--- src/rtl/pad_bank_ctrl_if.sv ---
// Config register access port of the pad bank controller: a request is granted
// in the same cycle and answered one cycle later with rvalid/rdata/err.
interface pad_bank_ctrl_if #(
  parameter int AW = 3
) ();
  logic          req;
  logic          we;
  logic [AW-1:0] addr;
  logic [7:0]    wdata;
  logic          gnt;
  logic          rvalid;
  logic [7:0]    rdata;
  logic          err;

  modport master (output req, we, addr, wdata, input gnt, rvalid, rdata, err);
  modport slave  (input req, we, addr, wdata, output gnt, rvalid, rdata, err);
endinterface

--- src/rtl/pad_bank_ctrl.sv ---
// Power-aware sequencer for a bank of 1.8V pads: holds per-pad config, waits for
// stable ring power, then enables pad groups one at a time to limit switching noise.
module pad_bank_ctrl #(
  parameter int         N_PADS            = 8,
  parameter int         GROUP_SIZE        = 2,
  parameter int         STAGGER_CYCLES    = 4,
  parameter int         PWR_STABLE_CYCLES = 16,
  parameter logic [7:0] CFG_RST           = 8'h02
) (
  input  logic                clk_i,
  input  logic                rst_ni,
  input  logic                rto_i,
  input  logic                sns_i,
  pad_bank_ctrl_if.slave      cfg,
  input  logic [N_PADS-1:0]   core_oe_i,
  input  logic [N_PADS-1:0]   core_ie_i,
  output logic [N_PADS-1:0]   pad_oe_o,
  output logic [N_PADS-1:0]   pad_ie_o,
  output logic [N_PADS-1:0]   pad_pe_o,
  output logic [N_PADS-1:0]   pad_ps_o,
  output logic [2*N_PADS-1:0] pad_ds_o,
  output logic [N_PADS-1:0]   pad_sr_o,
  output logic [N_PADS-1:0]   pad_is_o,
  output logic                bank_ready_o
);

  localparam int NG = (N_PADS + GROUP_SIZE - 1) / GROUP_SIZE;
  localparam int CW = $clog2(PWR_STABLE_CYCLES + 1);
  localparam int SW = $clog2(STAGGER_CYCLES + 1);
  localparam int GW = $clog2(NG + 1);

  typedef enum logic [2:0] {S_OFF, S_WAIT, S_RAMP, S_ACTIVE, S_SAFE} state_e;

  state_e            state_q;
  logic [CW-1:0]     stableCnt_q;
  logic [SW-1:0]     stagCnt_q;
  logic [GW-1:0]     grpIdx_q;
  logic [NG-1:0]     grpEn_q;
  logic              ready_q;
  logic [7:0]        cfg_q [N_PADS];
  logic              rvalid_q;
  logic              err_q;
  logic [7:0]        rdata_q;
  logic [N_PADS-1:0] padOe_q, padIe_q, padPe_q, padPs_q, padSr_q, padIs_q;
  logic [N_PADS-1:0] padOe_d, padIe_d, padPe_d, padPs_d, padSr_d, padIs_d;
  logic [2*N_PADS-1:0] padDs_q, padDs_d;

  logic        pwrOk;
  logic        rampStart;
  logic [31:0] addrExt;
  logic        addrOk;

  assign pwrOk     = rto_i & sns_i;
  assign rampStart = pwrOk &&
                     (((state_q == S_OFF) && (PWR_STABLE_CYCLES == 1)) ||
                      ((state_q == S_WAIT) && (stableCnt_q == CW'(PWR_STABLE_CYCLES - 1))));
  assign addrExt   = 32'(cfg.addr);
  assign addrOk    = addrExt < 32'(N_PADS);

  // stableCnt_q counts consecutive high pwr_ok samples, including the one that left OFF
  always_ff @(posedge clk_i) begin
    if (!rst_ni) begin
      state_q     <= S_OFF;
      stableCnt_q <= '0;
      stagCnt_q   <= '0;
      grpIdx_q    <= '0;
      grpEn_q     <= '0;
      ready_q     <= 1'b0;
    end else begin
      ready_q <= (state_q == S_ACTIVE) && pwrOk;
      if (!pwrOk) begin
        stableCnt_q <= '0;
        stagCnt_q   <= '0;
        grpIdx_q    <= '0;
        grpEn_q     <= '0;
        state_q     <= ((state_q == S_RAMP) || (state_q == S_ACTIVE)) ? S_SAFE : S_OFF;
      end else if (state_q == S_SAFE) begin
        state_q <= S_OFF;
      end else if (rampStart) begin
        state_q     <= (NG == 1) ? S_ACTIVE : S_RAMP;
        grpEn_q     <= NG'(1);
        grpIdx_q    <= GW'(1);
        stagCnt_q   <= '0;
        stableCnt_q <= '0;
      end else begin
        case (state_q)
          S_OFF: begin
            state_q     <= S_WAIT;
            stableCnt_q <= CW'(1);
          end
          S_WAIT: stableCnt_q <= stableCnt_q + CW'(1);
          S_RAMP: begin
            if (stagCnt_q == SW'(STAGGER_CYCLES - 1)) begin
              stagCnt_q <= '0;
              grpEn_q   <= grpEn_q | (NG'(1) << grpIdx_q);
              grpIdx_q  <= grpIdx_q + GW'(1);
              if (grpIdx_q == GW'(NG - 1)) state_q <= S_ACTIVE;
            end else begin
              stagCnt_q <= stagCnt_q + SW'(1);
            end
          end
          default: ;
        endcase
      end
    end
  end

  // Gating with live pwr_ok makes the pads drop on the same edge the FSM sees power loss
  always_comb begin
    padOe_d = '0;
    padIe_d = '0;
    padPe_d = '0;
    padPs_d = '0;
    padDs_d = '0;
    padSr_d = '0;
    padIs_d = '0;
    for (int p = 0; p < N_PADS; p++) begin
      if (grpEn_q[p / GROUP_SIZE] && pwrOk) begin
        padOe_d[p]        = core_oe_i[p] & cfg_q[p][0];
        padIe_d[p]        = core_ie_i[p] & cfg_q[p][1];
        padPe_d[p]        = cfg_q[p][2];
        padPs_d[p]        = cfg_q[p][3];
        padDs_d[2*p +: 2] = cfg_q[p][5:4];
        padSr_d[p]        = cfg_q[p][6];
        padIs_d[p]        = cfg_q[p][7];
      end
    end
  end

  always_ff @(posedge clk_i) begin
    if (!rst_ni) begin
      padOe_q <= '0;
      padIe_q <= '0;
      padPe_q <= '0;
      padPs_q <= '0;
      padDs_q <= '0;
      padSr_q <= '0;
      padIs_q <= '0;
    end else begin
      padOe_q <= padOe_d;
      padIe_q <= padIe_d;
      padPe_q <= padPe_d;
      padPs_q <= padPs_d;
      padDs_q <= padDs_d;
      padSr_q <= padSr_d;
      padIs_q <= padIs_d;
    end
  end

  // Config survives power loss; only rst_ni restores the reset value
  always_ff @(posedge clk_i) begin
    if (!rst_ni) begin
      for (int p = 0; p < N_PADS; p++) cfg_q[p] <= CFG_RST;
      rvalid_q <= 1'b0;
      err_q    <= 1'b0;
      rdata_q  <= '0;
    end else begin
      rvalid_q <= cfg.req;
      err_q    <= cfg.req && !addrOk;
      rdata_q  <= (cfg.req && !cfg.we && addrOk) ? cfg_q[cfg.addr] : 8'h00;
      if (cfg.req && cfg.we && addrOk) cfg_q[cfg.addr] <= cfg.wdata;
    end
  end

  assign cfg.gnt      = cfg.req;
  assign cfg.rvalid   = rvalid_q;
  assign cfg.err      = err_q;
  assign cfg.rdata    = rdata_q;
  assign pad_oe_o     = padOe_q;
  assign pad_ie_o     = padIe_q;
  assign pad_pe_o     = padPe_q;
  assign pad_ps_o     = padPs_q;
  assign pad_ds_o     = padDs_q;
  assign pad_sr_o     = padSr_q;
  assign pad_is_o     = padIs_q;
  assign bank_ready_o = ready_q;

endmodule

--- src/flat_wrapper.sv ---
// flat-port wrapper written by rule: the top's interface ports become plain ports
module pad_bank_ctrl_flat 
#(
  parameter int         N_PADS            = 8,
  parameter int         GROUP_SIZE        = 2,
  parameter int         STAGGER_CYCLES    = 4,
  parameter int         PWR_STABLE_CYCLES = 16,
  parameter logic [7:0] CFG_RST           = 8'h02
)
  (clk_i, rst_ni, rto_i, sns_i, core_oe_i, core_ie_i, pad_oe_o, pad_ie_o, pad_pe_o, pad_ps_o, pad_ds_o, pad_sr_o, pad_is_o, bank_ready_o, cfg_req, cfg_we, cfg_addr, cfg_wdata, cfg_gnt, cfg_rvalid, cfg_rdata, cfg_err);
  pad_bank_ctrl_if #(.AW(3)) cfg_i ();
  input  logic clk_i;
  input  logic rst_ni;
  input  logic rto_i;
  input  logic sns_i;
  input  logic [N_PADS-1:0] core_oe_i;
  input  logic [N_PADS-1:0] core_ie_i;
  output logic [N_PADS-1:0] pad_oe_o;
  output logic [N_PADS-1:0] pad_ie_o;
  output logic [N_PADS-1:0] pad_pe_o;
  output logic [N_PADS-1:0] pad_ps_o;
  output logic [2*N_PADS-1:0] pad_ds_o;
  output logic [N_PADS-1:0] pad_sr_o;
  output logic [N_PADS-1:0] pad_is_o;
  output logic bank_ready_o;
  input wire logic [$bits(cfg_i.req)-1:0] cfg_req;
  input wire logic [$bits(cfg_i.we)-1:0] cfg_we;
  input wire logic [$bits(cfg_i.addr)-1:0] cfg_addr;
  input wire logic [$bits(cfg_i.wdata)-1:0] cfg_wdata;
  output wire logic [$bits(cfg_i.gnt)-1:0] cfg_gnt;
  output wire logic [$bits(cfg_i.rvalid)-1:0] cfg_rvalid;
  output wire logic [$bits(cfg_i.rdata)-1:0] cfg_rdata;
  output wire logic [$bits(cfg_i.err)-1:0] cfg_err;
  assign cfg_i.req = cfg_req;
  assign cfg_i.we = cfg_we;
  assign cfg_i.addr = cfg_addr;
  assign cfg_i.wdata = cfg_wdata;
  assign cfg_gnt = cfg_i.gnt;
  assign cfg_rvalid = cfg_i.rvalid;
  assign cfg_rdata = cfg_i.rdata;
  assign cfg_err = cfg_i.err;
  pad_bank_ctrl #(.N_PADS(N_PADS), .GROUP_SIZE(GROUP_SIZE), .STAGGER_CYCLES(STAGGER_CYCLES), .PWR_STABLE_CYCLES(PWR_STABLE_CYCLES), .CFG_RST(CFG_RST)) u_core (.clk_i(clk_i), .rst_ni(rst_ni), .rto_i(rto_i), .sns_i(sns_i), .cfg(cfg_i), .core_oe_i(core_oe_i), .core_ie_i(core_ie_i), .pad_oe_o(pad_oe_o), .pad_ie_o(pad_ie_o), .pad_pe_o(pad_pe_o), .pad_ps_o(pad_ps_o), .pad_ds_o(pad_ds_o), .pad_sr_o(pad_sr_o), .pad_is_o(pad_is_o), .bank_ready_o(bank_ready_o));
endmodule
--- config.mk ---
export PLATFORM = sky130hd
export DESIGN_NAME = pad_bank_ctrl_flat
export DESIGN_NICKNAME = d
export VERILOG_FILES = /design/src/rtl/pad_bank_ctrl_if.sv /design/src/rtl/pad_bank_ctrl.sv /design/src/flat_wrapper.sv
export SDC_FILE = /design/constraint.sdc
export NUM_CORES = 1
export LEC_CHECK = 0
export BUFFER_PORTS_ARGS = -buffer_cell sky130_fd_sc_hd__buf_2
export CORE_ASPECT_RATIO = 0.5
export CORE_UTILIZATION = 42
export DETAILED_ROUTE_END_ITERATION = 10
export HOLD_SLACK_MARGIN = 0.03
export PLACE_DENSITY = 0.7
export SYNTH_ARGS = -nofsm -noshare
export SYNTH_HDL_FRONTEND = slang
export SYNTH_SLANG_ARGS = --single-unit
--- constraint.sdc ---
create_clock -name clk_i -period 2.37 [get_ports clk_i]
set_input_delay 0.711 -clock clk_i [delete_from_list [all_inputs] [get_ports clk_i]]
set_output_delay 0.711 -clock clk_i [all_outputs]
set_load 0.02 [all_outputs]
Word-level counts from Yosys, hierarchy flattened
Memories as Yosys holds them, arrays and structs flattened. A register that Yosys moved wholly into a read port is not among the register bits.
Index checks and enable logic that the tools add are counted.
W data, S select, Z words.
{"block": "word_totals", "out_inout_bits": 76, "inputBits": 33, "regBits": 85, "ramBits": 64, "n_memories": 1}
{"memory": "u_core.cfg_q", "words": 8, "width": 8, "rd": 9, "rd_clocked_by_memory_dff": 1, "write_ports": 8, "line": "pad_bank_ctrl.sv:40", "rtl": "logic [7:0] cfg_q [N_PADS];"}
{"block": "op_classes", "n_shift": 1, "magnitude_cmp": 1, "n_addsub": 3, "n_bitwise": 19, "reduce_logical": 31, "n_mux": 25, "eq_ne": 10}
{"op": "$mux W3", "n": 13}
{"op": "$and A1 B1 Y1", "n": 17}
{"op": "$reduce_and A2 Y1", "n": 8}
{"op": "$ne A5 B5 Y1 const B", "n": 3}
{"op": "$eq A3 B2 Y1 const B", "n": 4}
{"op": "$logic_and A1 B1 Y1", "n": 12}
{"op": "$mux W4", "n": 3}
{"op": "$pmux W5 S2", "n": 1}
{"op": "$mux W8", "n": 1}
{"op": "$reduce_or A8 Y1", "n": 1}
{"op": "$add A3 B1 Y3 const B", "n": 2}
{"op": "$pmux W3 S2", "n": 1}
{"op": "$reduce_and A3 Y1", "n": 2}
{"op": "$add A5 B1 Y5 const B", "n": 1}
{"op": "$eq A5 B4 Y1 const B", "n": 1}
{"op": "$mux W1", "n": 5}
{"op": "$mux W5", "n": 1}
{"op": "$lt A3 B4 Y1 const B", "n": 1}
{"op": "$or A4 B4 Y4", "n": 1}
{"op": "$reduce_bool A2 Y1", "n": 2}
{"op": "$shl A1 B3 Y4 const A", "n": 1}
{"op": "$eq A3 B1 Y1 const B", "n": 1}
{"op": "$eq A3 B3 Y1 const B", "n": 1}
{"op": "$logic_not A1 Y1", "n": 3}
{"op": "4 further kinds", "n": 4}

Logic depth before layout (Yosys ltp)
{"block": "depth", "depth_word": 7, "ltp_mapped": 7, "mapped_depth_nobuf": 6}

Least setup slack after synthesis
OpenSTA, ideal clock, no wires.
{"block": "synth_timing", "path_type": "in2reg", "start": "input cfg_addr[2]", "end": "memory u_core.cfg_q[2][0] (enable)", "path_buffers": 1, "slack_ns": 0.130, "path_stages": 3, "t_arrival_ns": 1.856, "cell_sequence": "buf_2 -> nand4b_2 -> o21ai_0"}
{"element": "start: declaration", "line": "flat_wrapper.sv:28", "rtl": "input wire logic [$bits(cfg_i.addr)-1:0] cfg_addr;"}
{"element": "end: declaration", "line": "pad_bank_ctrl.sv:40"}

Worst setup path after layout
{"block": "layout_timing", "start": "register u_core.stableCnt_q[0]", "end": "register u_core.stableCnt_q[3]"}
{"block": "layout_between", "elab_chain_len": 5}
{"element": "start: declaration", "line": "pad_bank_ctrl.sv:35", "rtl": "logic [CW-1:0] stableCnt_q;"}
{"element": "start signal: assignment", "line": "pad_bank_ctrl.sv:91", "rtl": "S_WAIT: stableCnt_q <= stableCnt_q + CW'(1);"}
{"element": "branches (longest 5 deep; another with $add A5 B1 Y5)"}
Several ways; the timed one is not identified.
A chain may end at the register's enable or synchronous reset.

==> results.cfg <==
[placed_design]
gp_congestion = 0.794
io_buffers = 107
hpwlAfterDp_um = 9600
dp_slack_ns = 0.288

[synth]
yosys_warnings = 0
synth_mux_area_share_pct = 5.58
yosys.area.top_type = edfxtp_1
synthArstFlopShare_pct = 0
synth-edff-count = 64
synthSimpleGateAreaFrac_pct = 21.0
synth_top_area_share_pct = 32.7
synth_top_family_by_area = simple AND/OR/NAND/NOR gates
ys_seq_area_share_pct = 64.1
synth_cell_types = 45
synth_area_um2 = 5870
synth_fp_nets = 515
synthFlopType = dfxtp_1
syn_avg_cell_area_um2 = 12.4
syn_inst = 474
synth_fa_ha_area_share_pct = 1.70
synth-seq-cells = 156
ys_top_cells_by_area = edfxtp_1 (33%), dfxtp_1 (31%), and3_1 (7.1%)
synth-compound-area-share_pct = 5.20
synthXorXnorAreaFrac_pct = 0

[critical_path]
reg2reg_depth = 6
startpoint_type = flip-flop
worst-path-max-fanout = 5
worstSetupPathType = reg2reg
critPathCaptureType = flip-flop
arrival_ns = 2.29
cp.required_ns = 2.71

[grt]
antenna_found_initial = 0
grt_overflow = 0
grt_max_degree = 53
first_global_vias = 3993
grt_pass1_wl_um = 21200
track_usage_pct = 19.4

[route]
drt_first_iter_violations = 256
wirelength_um = 13400
ant_nets = 0
first_pass_iters = 4
via_per_inst = 5.09
routedWlPerCell_um = 16.8
vias = 4065
drc = 0

[sta]
whs_ns = 0.458
setup_tns_ns = 0
fmax_ghz = 0.514
period_needed_ns = 1.94
finalMaxSlewViolations = 0
setup_viol = 0
fin_crit_sh_pct = 82.1
hold_viol = 0
grt_setup_unrepaired = false
skew_ns = 0.0129
fin_ws_ns = 0.425
tightestPinTransition_ns = 0.645
slew-limit-headroom_pct = 56.9

[finish]
final_common_cell = buf_2
nets = 634
layout-drive-gt1-share_pct = 28.7
area_growth_pct = 24.2
final_core_utilization_pct = 53.7
layout_common_cells = buf_2 (107), dfxtp_1 (92), and3_1 (67)

[cts]
clock_path_buffers = 2
htreeDepth = 4
cts_tree = built
clockRootBuffer = clkbuf_16
cts_resized = 0
cts_inserted_buffers = 17
hold_buffers = 0
cts_setup_buffers = 0
clkSinkCount = 156
cts.clk_slew.worst_paths_ns = 0.06
clock_latency_ns = 0.42

[power_and_ir_drop]
power.leakage_nw = 3.27
vdd_ir_drop_max_mv = 0.555
p_total_mw = 5.91
power.density_nw_per_um2 = 811

[floorplan]
start_util_pct = 43.2
coreArea_um2 = 13600
io_pins = 109
rows = 30
die_area_um2 = 14500
fp.dieW_um = 169
die_h_um = 85.6

[run]
max_cap_viol_count = 0

[hold_path]
hold-path-cell-count = 2
hp-class = reg2reg

[run_status]
status = completed
==> per-layer routing <==
metal  wire, µm  GRT usage, %  vias to the layer above
met5          0             0                        -
met4        206          7.04                        0
met3        795          4.34                       20
met2       6320          31.7                      127
met1       6100          25.6                     1975
li1           -             -                     1943
==> report_power, final <==
part / switching [mW] / internal, mW / total (mW)
clock: 1.05 / 1.70 / 2.75
combinational: 0.153 / 0.101 / 0.254
sequential: 0.0430 / 2.87 / 2.91
total: 1.25 / 4.66 / 5.91
==> per-stage QoR <==
step                instances  instance area, µm²
finish                    799                7290
global route              798                7290
CTS                       798                7290
detailed placement        766                6680
global placement          766                6680
floorplan                 474                5870
==> state kept, by name (all words and copies together) (netlist names) <==
register             cells
u_core.pad_pe_o          8
u_core.pad_sr_o          8
u_core.pad_is_o          8
u_core.pad_ds_o         16
u_core.stagCnt_q         3
u_core.pad_ps_o          8
u_core.bank_ready_o      1
u_core.stableCnt_q       5
u_core.cfg.rdata         8
u_core.pad_ie_o          8
u_core.cfg_q            64
u_core.pad_oe_o          8
u_core.state_q           3
u_core.grpEn_q           4
u_core.grpIdx_q          3
u_core.cfg.rvalid        1
==> cells in the mapped netlist (2+ instances only) <==
library cell / count
ha_1: 8
nor3_2: 2
buf_2: 6
a21oi_1: 9
nor4_1: 2
mux2i_1: 17
and2_1: 60
nor3_1: 7
nand3b_1: 2
and3_1: 67
a31oi_1: 6
nand2_1: 5
nand2b_1: 10
a22o_1: 8
nor3b_1: 2
nor2b_1: 4
dfxtp_1: 92
o22ai_1: 7
o21ai_0: 6
inv_1: 8
edfxtp_1: 64
nand4_1: 2
o21ai_1: 5
buf_4: 3
mux2_2: 14
a211oi_1: 3
or3_1: 7
nand3_1: 6
nor2_1: 13
clkbuf_1: 14
==> critical path, stage by stage, from the launching register on <==
cell and delay, ns:
dfxtp_1 0.33, ha_1 0.23, and3_1 0.19, ha_1 0.23
nor4b_2 0.40, or3b_1 0.38, a31oi_1 0.12
==> worst paths after layout <==
check	startpoint	end	slack, ns
min reg2reg	u_core.stableCnt_q[4]	u_core.stableCnt_q[4]	0.46
max reg2reg	u_core.stableCnt_q[0]	u_core.stableCnt_q[3]	0.43
max	u_core.stableCnt_q[0]	u_core.stableCnt_q[3]	0.43
min	u_core.stableCnt_q[4]	u_core.stableCnt_q[4]	0.46
==> layout make-up <==
cell class | count | area (µm²)
diodes | 1 | 2.50
clock buffers | 25 | 539
clock inverters | 7 | 72.6
fillers | 1175 | 6290
inverters | 8 | 30.0
multi-input cells | 286 | 1970
flip-flops and latches | 156 | 3760
well taps | 192 | 240
repair buffers | 124 | 676
==> kinds of logic (layout without fill, tap and decap cells) <==
family                     count (synthesis)  after routing
and+or+nand+nor                          198            198
DFF                                      156            156
AOI/OAI and AO/OA                         48             48
buffers and inverters                     32            164
muxes                                     31             31
adders and majority gates                  8              8
other                                      1              2
Power figures use the tool's default switching activity.
